## config.mk

```make
export PLATFORM = sky130hd
export DESIGN_NAME = game_ctrl
export DESIGN_NICKNAME = d
export VERILOG_FILES = /design/src/rtl/game_ctrl_pkg.sv /design/src/rtl/game_ctrl_sec_tick.sv /design/src/rtl/game_ctrl.sv
export SDC_FILE = /design/constraint.sdc
export NUM_CORES = 1
export LEC_CHECK = 0
export ABC_AREA = 1
export CAP_MARGIN = 20
export CORE_MARGIN = 4
export CORE_UTILIZATION = 35
export CTS_CLUSTER_SIZE = 20
export DETAILED_ROUTE_END_ITERATION = 10
export HOLD_SLACK_MARGIN = 0.1
export PLACE_DENSITY = 0.64
export SYNTH_ARGS = -nofsm -noshare
export SYNTH_HDL_FRONTEND = slang
export SYNTH_SLANG_ARGS = --single-unit
export TNS_END_PERCENT = 10
```

## constraint.sdc

```tcl
create_clock -name clk -period 2.45 [get_ports clk]
set_input_delay 0.245 -clock clk [delete_from_list [all_inputs] [get_ports clk]]
set_output_delay 0.245 -clock clk [all_outputs]
set_load 0.01 [all_outputs]
```

## src/rtl/game_ctrl_pkg.sv

```systemverilog
// game_ctrl_pkg: shared game state encoding and score width
package game_ctrl_pkg;
  typedef enum logic [1:0] {MENU = 2'b00, READY = 2'b01, GAME = 2'b10, SCORE = 2'b11} state_e;
  localparam int SCORE_W = 8;
  localparam logic [SCORE_W-1:0] SCORE_MAX = '1;
endpackage

```

## src/rtl/game_ctrl_sec_tick.sv

```systemverilog
// sec_tick: one-cycle pulse every CLK_PER_SEC cycles, restartable via clear
module sec_tick #(
  parameter int CLK_PER_SEC = 100000000
) (
  input  logic clk,
  input  logic rst,
  input  logic clear,
  output logic tick
);
  localparam int W = (CLK_PER_SEC > 1) ? $clog2(CLK_PER_SEC) : 1;
  logic [W-1:0] cnt_q, cnt_d;
  assign tick = cnt_q == W'(CLK_PER_SEC - 1);
  always_comb cnt_d = (clear || tick) ? '0 : cnt_q + 1'b1;
  always_ff @(posedge clk or posedge rst)
    if (rst) cnt_q <= '0;
    else cnt_q <= cnt_d;
endmodule

```

## src/rtl/game_ctrl.sv

```systemverilog
// game_ctrl: MENU/READY/GAME/SCORE sequencer with score, high score and countdown
module game_ctrl
  import game_ctrl_pkg::*;
#(
  parameter int CLK_PER_SEC = 100000000,
  parameter int READY_TIME  = 3,
  parameter int SCORE_HOLD  = 2
) (
  input  logic               clk,
  input  logic               rst,
  input  logic               click,
  input  logic               hit,
  input  logic               end_of_time,
  output logic [1:0]         state_out,
  output logic [SCORE_W-1:0] score,
  output logic [SCORE_W-1:0] high_score,
  output logic [1:0]         countdown,
  output logic               new_record
);
  state_e state_q, state_d;
  logic [SCORE_W-1:0] score_q, score_d, high_q, high_d, hit_score;
  logic [1:0] cd_q, cd_d;
  logic [7:0] hold_q, hold_d;
  logic nr_q, nr_d, click_q, armed_q, click_rise, tick, clear;
  // armed_q blocks a click that was already held when reset released
  assign click_rise = click && !click_q && armed_q;
  assign hit_score  = (hit && score_q != SCORE_MAX) ? score_q + 1'b1 : score_q;
  assign clear      = state_q == MENU || state_q == GAME || state_d != state_q;
  sec_tick #(.CLK_PER_SEC(CLK_PER_SEC)) u_tick (.clk(clk), .rst(rst), .clear(clear), .tick(tick));
  always_comb begin
    state_d = state_q;
    score_d = score_q;
    high_d  = high_q;
    cd_d    = cd_q;
    nr_d    = nr_q;
    hold_d  = '0;
    case (state_q)
      MENU: if (click_rise) begin
        state_d = READY;
        score_d = '0;
        cd_d    = 2'(READY_TIME);
      end
      READY: if (tick) begin
        cd_d    = cd_q - 2'd1;
        state_d = (cd_q == 2'd1) ? GAME : READY;
      end
      GAME: begin
        score_d = hit_score;
        if (end_of_time) begin
          state_d = SCORE;
          nr_d    = hit_score > high_q;
          high_d  = (hit_score > high_q) ? hit_score : high_q;
        end
      end
      SCORE: begin
        hold_d = (tick && hold_q < 8'(SCORE_HOLD)) ? hold_q + 8'd1 : hold_q;
        if (click_rise && hold_q >= 8'(SCORE_HOLD)) begin
          state_d = MENU;
          nr_d    = 1'b0;
        end
      end
      default: state_d = MENU;
    endcase
  end
  always_ff @(posedge clk or posedge rst)
    if (rst) begin
      state_q <= MENU;
      score_q <= '0;
      high_q  <= '0;
      cd_q    <= '0;
      nr_q    <= 1'b0;
      hold_q  <= '0;
      click_q <= 1'b0;
      armed_q <= 1'b0;
    end else begin
      state_q <= state_d;
      score_q <= score_d;
      high_q  <= high_d;
      cd_q    <= cd_d;
      nr_q    <= nr_d;
      hold_q  <= hold_d;
      click_q <= click;
      armed_q <= armed_q || !click;
    end
  assign state_out  = state_q;
  assign score      = score_q;
  assign high_score = high_q;
  assign countdown  = cd_q;
  assign new_record = nr_q;
endmodule

```

# [After elaboration in Yosys (flattened, before gate mapping)]
# Cells that the tools add are included.
[totals] in_bits=5 word_cells=65 ff_bits=58 output_inout_bits=21
[op_classes] n_lt_le_gt_ge=3 addsub=4 reduce_logical=19 eq_ne=12 mux=18
[ops] operator="two-way mux 8 bit" n=4
[ops] operator="adder 27 x 1 -> 27 bit, second input constant" n=1
[ops] operator="equality test 27 bit, second input constant" n=1
[ops] operator="two-way mux 27 bit" n=1
[ops] operator="adder 8 x 1 -> 8 bit, second input constant" n=2
[ops] operator="one-hot mux 8 bit (2 select lines)" n=1
[ops] operator="two-way mux 2 bit" n=7
[ops] operator="inequality test 2 bit, second input constant" n=5
[ops] operator="AND reduction 3 bit" n=3
[ops] operator=">= comparator 8 x 2 -> 1 bit, second input constant" n=1
[ops] operator="greater-than comparator 8 bit" n=1
[ops] operator="< comparator 8 x 2 -> 1 bit, second input constant" n=1
[ops] operator="inequality test 8 bit, second input constant" n=1
[ops] operator="one-hot mux 2 bit (4 select lines)" n=1
[ops] operator="nonzero test 2 bit" n=3
[ops] operator="logical AND 1 bit" n=5
[ops] operator="equality test 2 x 1 -> 1 bit, second input constant" n=2
[ops] operator="equality test 2 bit, second input constant" n=2
[ops] operator="logical OR 1 bit" n=4
[ops] operator="one-hot mux 2 bit (2 select lines)" n=1
[ops] operator="zero test 1 bit" n=2
[ops] operator="zero test 2 bit" n=1
[ops] operator="two-way mux 1 bit" n=2
[ops] operator="inequality test 2 bit" n=1
[ops] operator="3 further kinds" n=3

# [Longest topological paths before layout]
# Gate-level depths: netlist of the first run.
[logic_depth] ltp_word=10 ltp_mapped=20 mapped_depth_nobuf=20

# [By module]
# From an unflattened synthesis of the first run, not the netlist that was laid out.
[unflattened] hier_cells=472 area_unflattened_um2=3460.8
[by_module_without_submodules] mod="game_ctrl" cells_each=240 instances=1 seq_area_each_um2=775.7 area_per_inst_um2=1858.0
[by_module_without_submodules] mod="sec_tick" cells_each=232 instances=1 seq_area_each_um2=675.6 area_per_inst_um2=1602.8

# [Worst setup path before layout of the first run]
# OpenSTA, ideal clock, no wires.
[synth_path] kind="reg2reg" from="register score_q[0], in the netlist score[0]" to="register high_q[4], in the netlist high_score[4]" period_less_slack_ns=2.276 setup_ns=0.122 path_slack_ns=0.174 arrival_time_ns=2.154 n_path_buf=1 required_time_ns=2.328 path_stages_with_launch=18 cell_sequence="dfrtp_1 -> ha_1 -> inv_1 -> nor2_1 -> nand2_1 -> nand2_2 -> inv_2 -> nor2_1 -> nor2_1 -> ha_1 -> nand2_1 -> nor2_1 -> nand2_1 -> nand2_1 -> nand2_2 -> buf_6 -> nand2_1 -> o21ai_1"
[synth_via] elab_chain_cells=5 elab_cells_between_ends=6 cone_classes="add/sub (1); order compare (1); eq/ne (1); mux (1); reduce/logical (2)"
[synth_rtl] item="start: declaration" line="game_ctrl.sv:21" source="logic [SCORE_W-1:0] score_q, score_d, high_q, high_d, hit_score;"
[synth_rtl] item="start signal: assignment" line="game_ctrl.sv:77" source="score_q <= score_d;"
[synth_rtl] item="branches (longest 2 deep; another with adder 8 x 1 -> 8 bit)"
[synth_rtl] item="two-way mux 8 bit *" line="game_ctrl.sv:27" source="assign hit_score = (hit && score_q != SCORE_MAX) ? score_q + 1'b1 : score_q;"
[synth_rtl] item="via hit_score[7]" line="game_ctrl.sv:21"
[synth_rtl] item="greater-than comparator 8 bit *" line="game_ctrl.sv:52" source="high_d = (hit_score > high_q) ? hit_score : high_q;"
[synth_rtl] item="AND reduction 3 bit (no source line) *"
[synth_rtl] item="end signal: assignment" line="game_ctrl.sv:78" source="high_q <= high_d;"
[synth_rtl] item="end: declaration" line="game_ctrl.sv:21"
# Mark *: on every way through the listed nets, which the timed path passes.
# A chain may end at the register's enable or synchronous reset.

# [Worst setup path after layout of the first run]
[layout_path] from="register score_q[1], in the netlist score[1]" to="register high_q[0], in the netlist high_score[0]"
# The elaborated chain is that of the path after synthesis.

==> results of run 1 <==
-- placed cells by master, fill, tap and decap left out, types with 3 or more instances in the layout --
cell / count
inv_2: 3
nor3_1: 11
nand3_1: 16
ha_4: 5
inv_1: 74
nor2_2: 3
clkdlybuf4s50_1: 25
o21ai_0: 7
o21ai_1: 4
ha_1: 8
o22ai_1: 3
nand2_2: 11
nor2_4: 5
clkbuf_8: 13
buf_4: 16
xnor2_1: 4
nand4_1: 8
nor2_1: 74
a21oi_2: 4
a21oi_1: 7
xor2_1: 11
nand2_1: 128
dfrtp_2: 3
dfrtp_1: 55
-- timing repair --
item / in CTS / in global routing
buffers inserted: 0 / 6
setup endpoints to repair: 0 / 9
gates resized for setup: 0 / 37
-- routing by layer --
layer  wire length [um]  vias to the layer above
met3                293                       14
met2               3478                       61
li1                   -                     1518
met1               3734                     1369
met4                150                        0
met5                  0                        -
-- critical path, delay by kind of cell (launching register included) --
kind	cells	cell delay, ps
compound gates	2	110
fa+ha+maj	2	450
buf+inv	3	380
flops	1	400
simple gates	10	950
-- stage by stage --
step           power, mW  hold slack (ps)
3_5_place_dp       2.580            442.3
2_1_floorplan      1.990            276.4
6_report           3.647            284.0
4_1_cts            3.435            289.1
3_3_place_gp       2.550            437.5
5_1_grt            3.943            302.9
-- flip-flops by register name, indices dropped and copies added, names as in the netlist --
name	flops
high_score	8
countdown	2
u_tick.cnt_q	27
new_record	1
armed_q	1
hold_q	8
state_out	2
score	8
click_q	1
-- cells by family after synthesis --
family | Yosys count | synth area share (%)
and+or+nand+nor | 263 | 32.95
buffers and inverters | 82 | 9.873
DFF | 58 | 43.38
AOI/OAI and AO/OA | 30 | 5.011
xor gates and xnor gates | 15 | 3.927
adders and majority gates | 13 | 4.862
-- final timing paths --
kind                                      end  depth (start not counted)
worst min-delay path            high_score[2]                          3
worst min register to register        armed_q                          2
max in group asynchronous            score[2]                          3
min in group clk                      click_q                          1
worst max-delay path            high_score[0]                         17
worst max register to register  high_score[0]                         17
-- final cells by class --
class                           instances  area [sq um]  area share [%]
Clock buffer                           13         178.9           4.237
Clock inverter                          2         10.01          0.2370
Inverter                               79         301.5           7.141
Multi-Input combinational cell        321          1707           40.41
Sequential cell                        58          1455           34.46
Tap cell                              129         161.4           3.822
Timing Repair Buffer                   43         401.6           9.511
Timing Repair inverter                  1         7.507          0.1778
-- power breakdown --
group | switching [mW] | internal, mW | total [mW]
Clock | 0.363 | 0.468 | 0.832
Sequential | 0.173 | 1.14 | 1.31
Combinational | 0.773 | 0.734 | 1.51
==> results.sh, run 1 <==
export IMPL_status="complete, no violations"
export IMPL_via_per_inst=4.585
export IMPL_ir_drop_uv=387.6
export IMPL_postLayoutCoreUtil_pct=45.49
export IMPL_area_growth_pct=26.22
export IMPL_drtIter0Drc=166
export IMPL_grt_util_met3_pct=1.898
export IMPL_ys_flop_type="dfrtp_1"
export IMPL_via_count=2962
export IMPL_dpl_cell_area_sq_mm=0.003826
export IMPL_crit_path_start_kind="flop"
export IMPL_yosys_area_top_type_share_pct=43.38
export IMPL_clock_skew_ps=6.622
export IMPL_yosysMostFrequentCell="nand2_1"
export IMPL_drc=0
export IMPL_fill_cells=936
export IMPL_htreeDepth=3
export IMPL_netlist_top_cells_area="dfrtp_1, nand2_1, inv_1"
export IMPL_p_leak_nw=1.999
export IMPL_critPathRequiredTime_ps=2670
export IMPL_cts_root_buf="clkbuf_8"
export IMPL_cts_sinks=58
export IMPL_timing_worst_setup_path_type="flop to flop"
export IMPL_hpwl_um=5509
export IMPL_min_period_ps=2390
export IMPL_arrival_ps=2610
export IMPL_synth_edf_count=0
export IMPL_r2r_start="score[1]"
export IMPL_use_met2_pct=22.09
export IMPL_numCtsBuffers=9
export IMPL_synth_seq_cells=58
export IMPL_synth_cell_type_count=26
export IMPL_syn_num_nets=479
export IMPL_yosysTopAreaCell="dfrtp_1"
export IMPL_first_pass_iters=4
export IMPL_critPathSlowestCell="dfrtp_1"
export IMPL_syn_instance_count=461
export IMPL_finalSetupTns_ps=0
export IMPL_num_antenna_cells=0
export IMPL_core_area_sq_mm=0.009284
export IMPL_start_util_pct=36.04
export IMPL_setup_slack_ps=59.91
export IMPL_busiest_layer="met2"
export IMPL_power_density_mw_per_mm2=863.6
export IMPL_grt_max_degree=59
export IMPL_wl_um=7656
export IMPL_io_buffer_count=25
export IMPL_die_x_um=105.8
export IMPL_detailedPlace_worstSlack_ps=40.91
export IMPL_ys_warn_count=0
export IMPL_clkTransAtPathRegs_ps=70
export IMPL_ys_seq_area_share_pct=43.38
export IMPL_dieArea_sq_mm=0.01119
export IMPL_period_share_pct=97.55
export IMPL_synth_async_sr_flop_share_pct=100.0
export IMPL_cp_cell_sequence="ha_4 > inv_4 > nor2_4 > nand2_2 > nand2_4 > clkinvlp_4 > nor2_4 > a21oi_4 > ha_4 > nand2_2 > nor2_4 > nand2_1 > nand2_1 > nand2_2 > buf_6 > nand2_1 > o21ai_1"
export IMPL_track_usage_pct=14.23
export IMPL_worst_path_max_fanout=8
export IMPL_cts_buffer_depth=2
export IMPL_antenna_left=0
export IMPL_syn_cell_area_sq_mm=0.003346
export IMPL_slew_viol_final=0
export IMPL_clock_latency_ps=330
export IMPL_hold_class="input pin to asynchronous set/reset pin"
export IMPL_gp_congestion=0.8419
export IMPL_maxCapViolCount=0
export IMPL_final_hold_viol_count=0
export IMPL_antenna_found_initial=0
export IMPL_wl_per_cell_um=11.85
export IMPL_grt_pass1_vias=2819
export IMPL_placed_cells=624
export IMPL_setup_viol=0
export IMPL_instances_no_fill=646
export IMPL_worst_setup_path_end_kind="flop"
export IMPL_max_stage_delay_ps=400
export IMPL_ios=26
export IMPL_synthTopCellsByCount="nand2_1, inv_1, nor2_1, dfrtp_1, nand3_1"
export IMPL_fmaxAchievable_mhz=418.4
export IMPL_cts_hold_buf=0
export IMPL_die_h_um=105.8
export IMPL_setup_worst_path_start="score[1]"
export IMPL_reg2reg_slack_ps=60
export IMPL_cts_tree="done"
export IMPL_fin_area_sq_mm=0.004223
export IMPL_drive_gt1_share_pct=14.70
export IMPL_overflow=0
export IMPL_tightestPinTransition_ps=378.3
export IMPL_layout_nets=531
export IMPL_use_met1_pct=19.76
export IMPL_postSynthAreaPerCell_sq_um=7.258
export IMPL_fp_row_count=35
export IMPL_slew_headroom_pct=74.69
export IMPL_grt_first_pass_wirelength_um=12990
Power figures use the tool's default switching activity.
==> run 2, diff against run 1 <==
--- a/config.mk
+++ b/config.mk
@@ -7,8 +7,9 @@
 export LEC_CHECK = 0
 export ABC_AREA = 1
 export CAP_MARGIN = 20
-export CORE_MARGIN = 4
+export CORE_ASPECT_RATIO = 2
 export CORE_UTILIZATION = 35
+export CTS_CLUSTER_DIAMETER = 50
 export CTS_CLUSTER_SIZE = 20
 export DETAILED_ROUTE_END_ITERATION = 10
 export HOLD_SLACK_MARGIN = 0.1
==> results.sh, run 2 (synthesis gave the netlist of run 1 again) <==
export IMPL_status="complete, no violations"
export IMPL_htreeDepth=3
export IMPL_start_util_pct=35.89
export IMPL_worst_path_max_fanout=8
export IMPL_tightestPinTransition_ps=487.6
export IMPL_critPathRequiredTime_ps=2670
export IMPL_grt_pass1_vias=2950
export IMPL_hpwl_um=6120
export IMPL_via_count=3021
export IMPL_cts_hold_buf=0
export IMPL_fmaxAchievable_mhz=428.7
export IMPL_dpl_cell_area_sq_mm=0.003787
export IMPL_first_pass_iters=4
export IMPL_gp_congestion=0.8849
export IMPL_cts_tree="done"
export IMPL_arrival_ps=2550
export IMPL_io_buffer_count=25
export IMPL_period_share_pct=95.20
export IMPL_worst_setup_path_end_kind="flop"
export IMPL_cts_buffer_depth=2
export IMPL_mostFrequentLayoutCells="nand2_1, nor2_1, inv_1"
export IMPL_wl_um=8212
export IMPL_finalSetupTns_ps=0
export IMPL_antenna_found_initial=0
export IMPL_die_x_um=71.14
export IMPL_core_area_sq_mm=0.009321
export IMPL_cts_sinks=58
export IMPL_cts_root_buf="clkbuf_16"
export IMPL_drtIter0Drc=204
export IMPL_antenna_left=0
export IMPL_clock_skew_ps=4.802
export IMPL_crit_buf_inv=4
export IMPL_overflow=0
export IMPL_ios=26
export IMPL_dieArea_sq_mm=0.009978
export IMPL_area_growth_pct=27.00
export IMPL_critical_path_top_delay_family="simple AND/OR/NAND/NOR gates"
export IMPL_fp_row_count=50
export IMPL_critPathSlowestCell="dfrtp_1"
export IMPL_wl_per_cell_um=13.22
export IMPL_slew_headroom_pct=67.24
export IMPL_clock_latency_ps=330
export IMPL_top_register="u_tick.cnt_q"
export IMPL_crit_path_start_kind="flop"
export IMPL_hold_class="input pin to asynchronous set/reset pin"
export IMPL_via_per_inst=4.865
export IMPL_cp_cell_sequence="ha_2 > inv_2 > nor2_4 > nand2_2 > nand2_4 > nand2_2 > o21a_1 > inv_2 > ha_4 > inv_1 > o21bai_1 > nand2_1 > nand2_1 > nand2_1 > nand2_2 > nand2_4 > buf_6 > nand2_2 > o21ai_2"
export IMPL_drive_gt1_share_pct=12.96
export IMPL_setup_viol=0
export IMPL_slew_viol_final=0
export IMPL_maxCapViolCount=0
export IMPL_fin_area_sq_mm=0.004249
export IMPL_cpMostUsedCell="nand2_2"
export IMPL_die_h_um=140.3
export IMPL_track_usage_pct=17.95
export IMPL_clkTransAtPathRegs_ps=50
export IMPL_max_stage_delay_ps=380
export IMPL_min_period_ps=2332
export IMPL_final_hold_viol_count=0
export IMPL_grt_max_degree=59
export IMPL_numCtsBuffers=9
export IMPL_final_common_cell="nand2_1"
export IMPL_ir_drop_uv=624.1
export IMPL_grt_first_pass_wirelength_um=13500
export IMPL_largest_reg_flops=27
export IMPL_postLayoutCoreUtil_pct=45.58
export IMPL_p_leak_nw=2.061
export IMPL_layout_nets=530
export IMPL_num_antenna_cells=0
export IMPL_timing_worst_setup_path_type="flop to flop"
export IMPL_drc=0
export IMPL_power_density_mw_per_mm2=958.1
[run 2: cell types whose count changed in the layout (fill, tap and decap cells not counted), moves of 3 or more]
cell,change
ha_1,+3
ha_4,-4
clkbuf_8,-13
clkinv_4,+3
clkbuf_16,+9
[run 2: timing repair]
| action | 4_1_cts | 5_1_grt |
|---|---|---|
| endpoints found under the setup margin | 4 | 9 |
| pin swaps | 0 | 10 |
| setup buffers | 0 | 7 |
| gates resized for setup | 2 | 23 |
| endpoints found under the hold margin | 0 | 0 |
[run 2: final timing paths]
kind	start	to	slack, ps	depth (start not counted)
max	score[1]	high_score[2]	120	19
max reg2reg	score[1]	high_score[2]	120	19
min	rst	score[6]	280	3
min in group clk	click	click_q	430	1
max in group asynchronous	rst	hold_q[6]	1900	3
min reg2reg	armed_q	armed_q	450	2
[run 2: area by class of cell]
| type | instances | area [sq um] |
|---|---|---|
| fill | 896 | 5072 |
| multi-input combinational | 321 | 1630 |
| inverter | 79 | 305.3 |
| clock buffer | 9 | 225.2 |
| tap | 104 | 130.1 |
| clock inverter | 7 | 102.6 |
| timing repair buffer | 43 | 401.6 |
| sequential | 58 | 1454 |
[run 2: report_power, final]
group | switching, mW | internal [mW] | total, mW | leakage [nW]
sequential | 0.171 | 1.13 | 1.31 | 0.758
combinational | 0.729 | 0.668 | 1.40 | 1.15
clock | 0.470 | 0.897 | 1.37 | 0.156
[run 2: stage by stage]
step | setup slack (ps) | std cells | hold slack (ps) | total power, mW
after floorplan | 173.9 | 461 | 276.4 | 1.990
after global placement | 68.35 | 598 | 437.9 | 2.549
after detailed placement | -6.568 | 598 | 443.3 | 2.566
after CTS | 1.852 | 614 | 296.1 | 3.949
after global routing | -41.14 | 621 | 347.0 | 4.321
final | 117.5 | 621 | 284.0 | 4.071
[run 2: layer usage]
metal | part of all wire, % | global-route usage, %
met5 | 0 | 0
met4 | 5.2 | 12.95
met3 | 3.3 | 2.950
met2 | 55 | 33.55
met1 | 36 | 17.11
[run 2: worst min-delay path, stage by stage]
cell and delay (ps):
clkdlybuf4s50_1 410, inv_2 70, buf_12 270
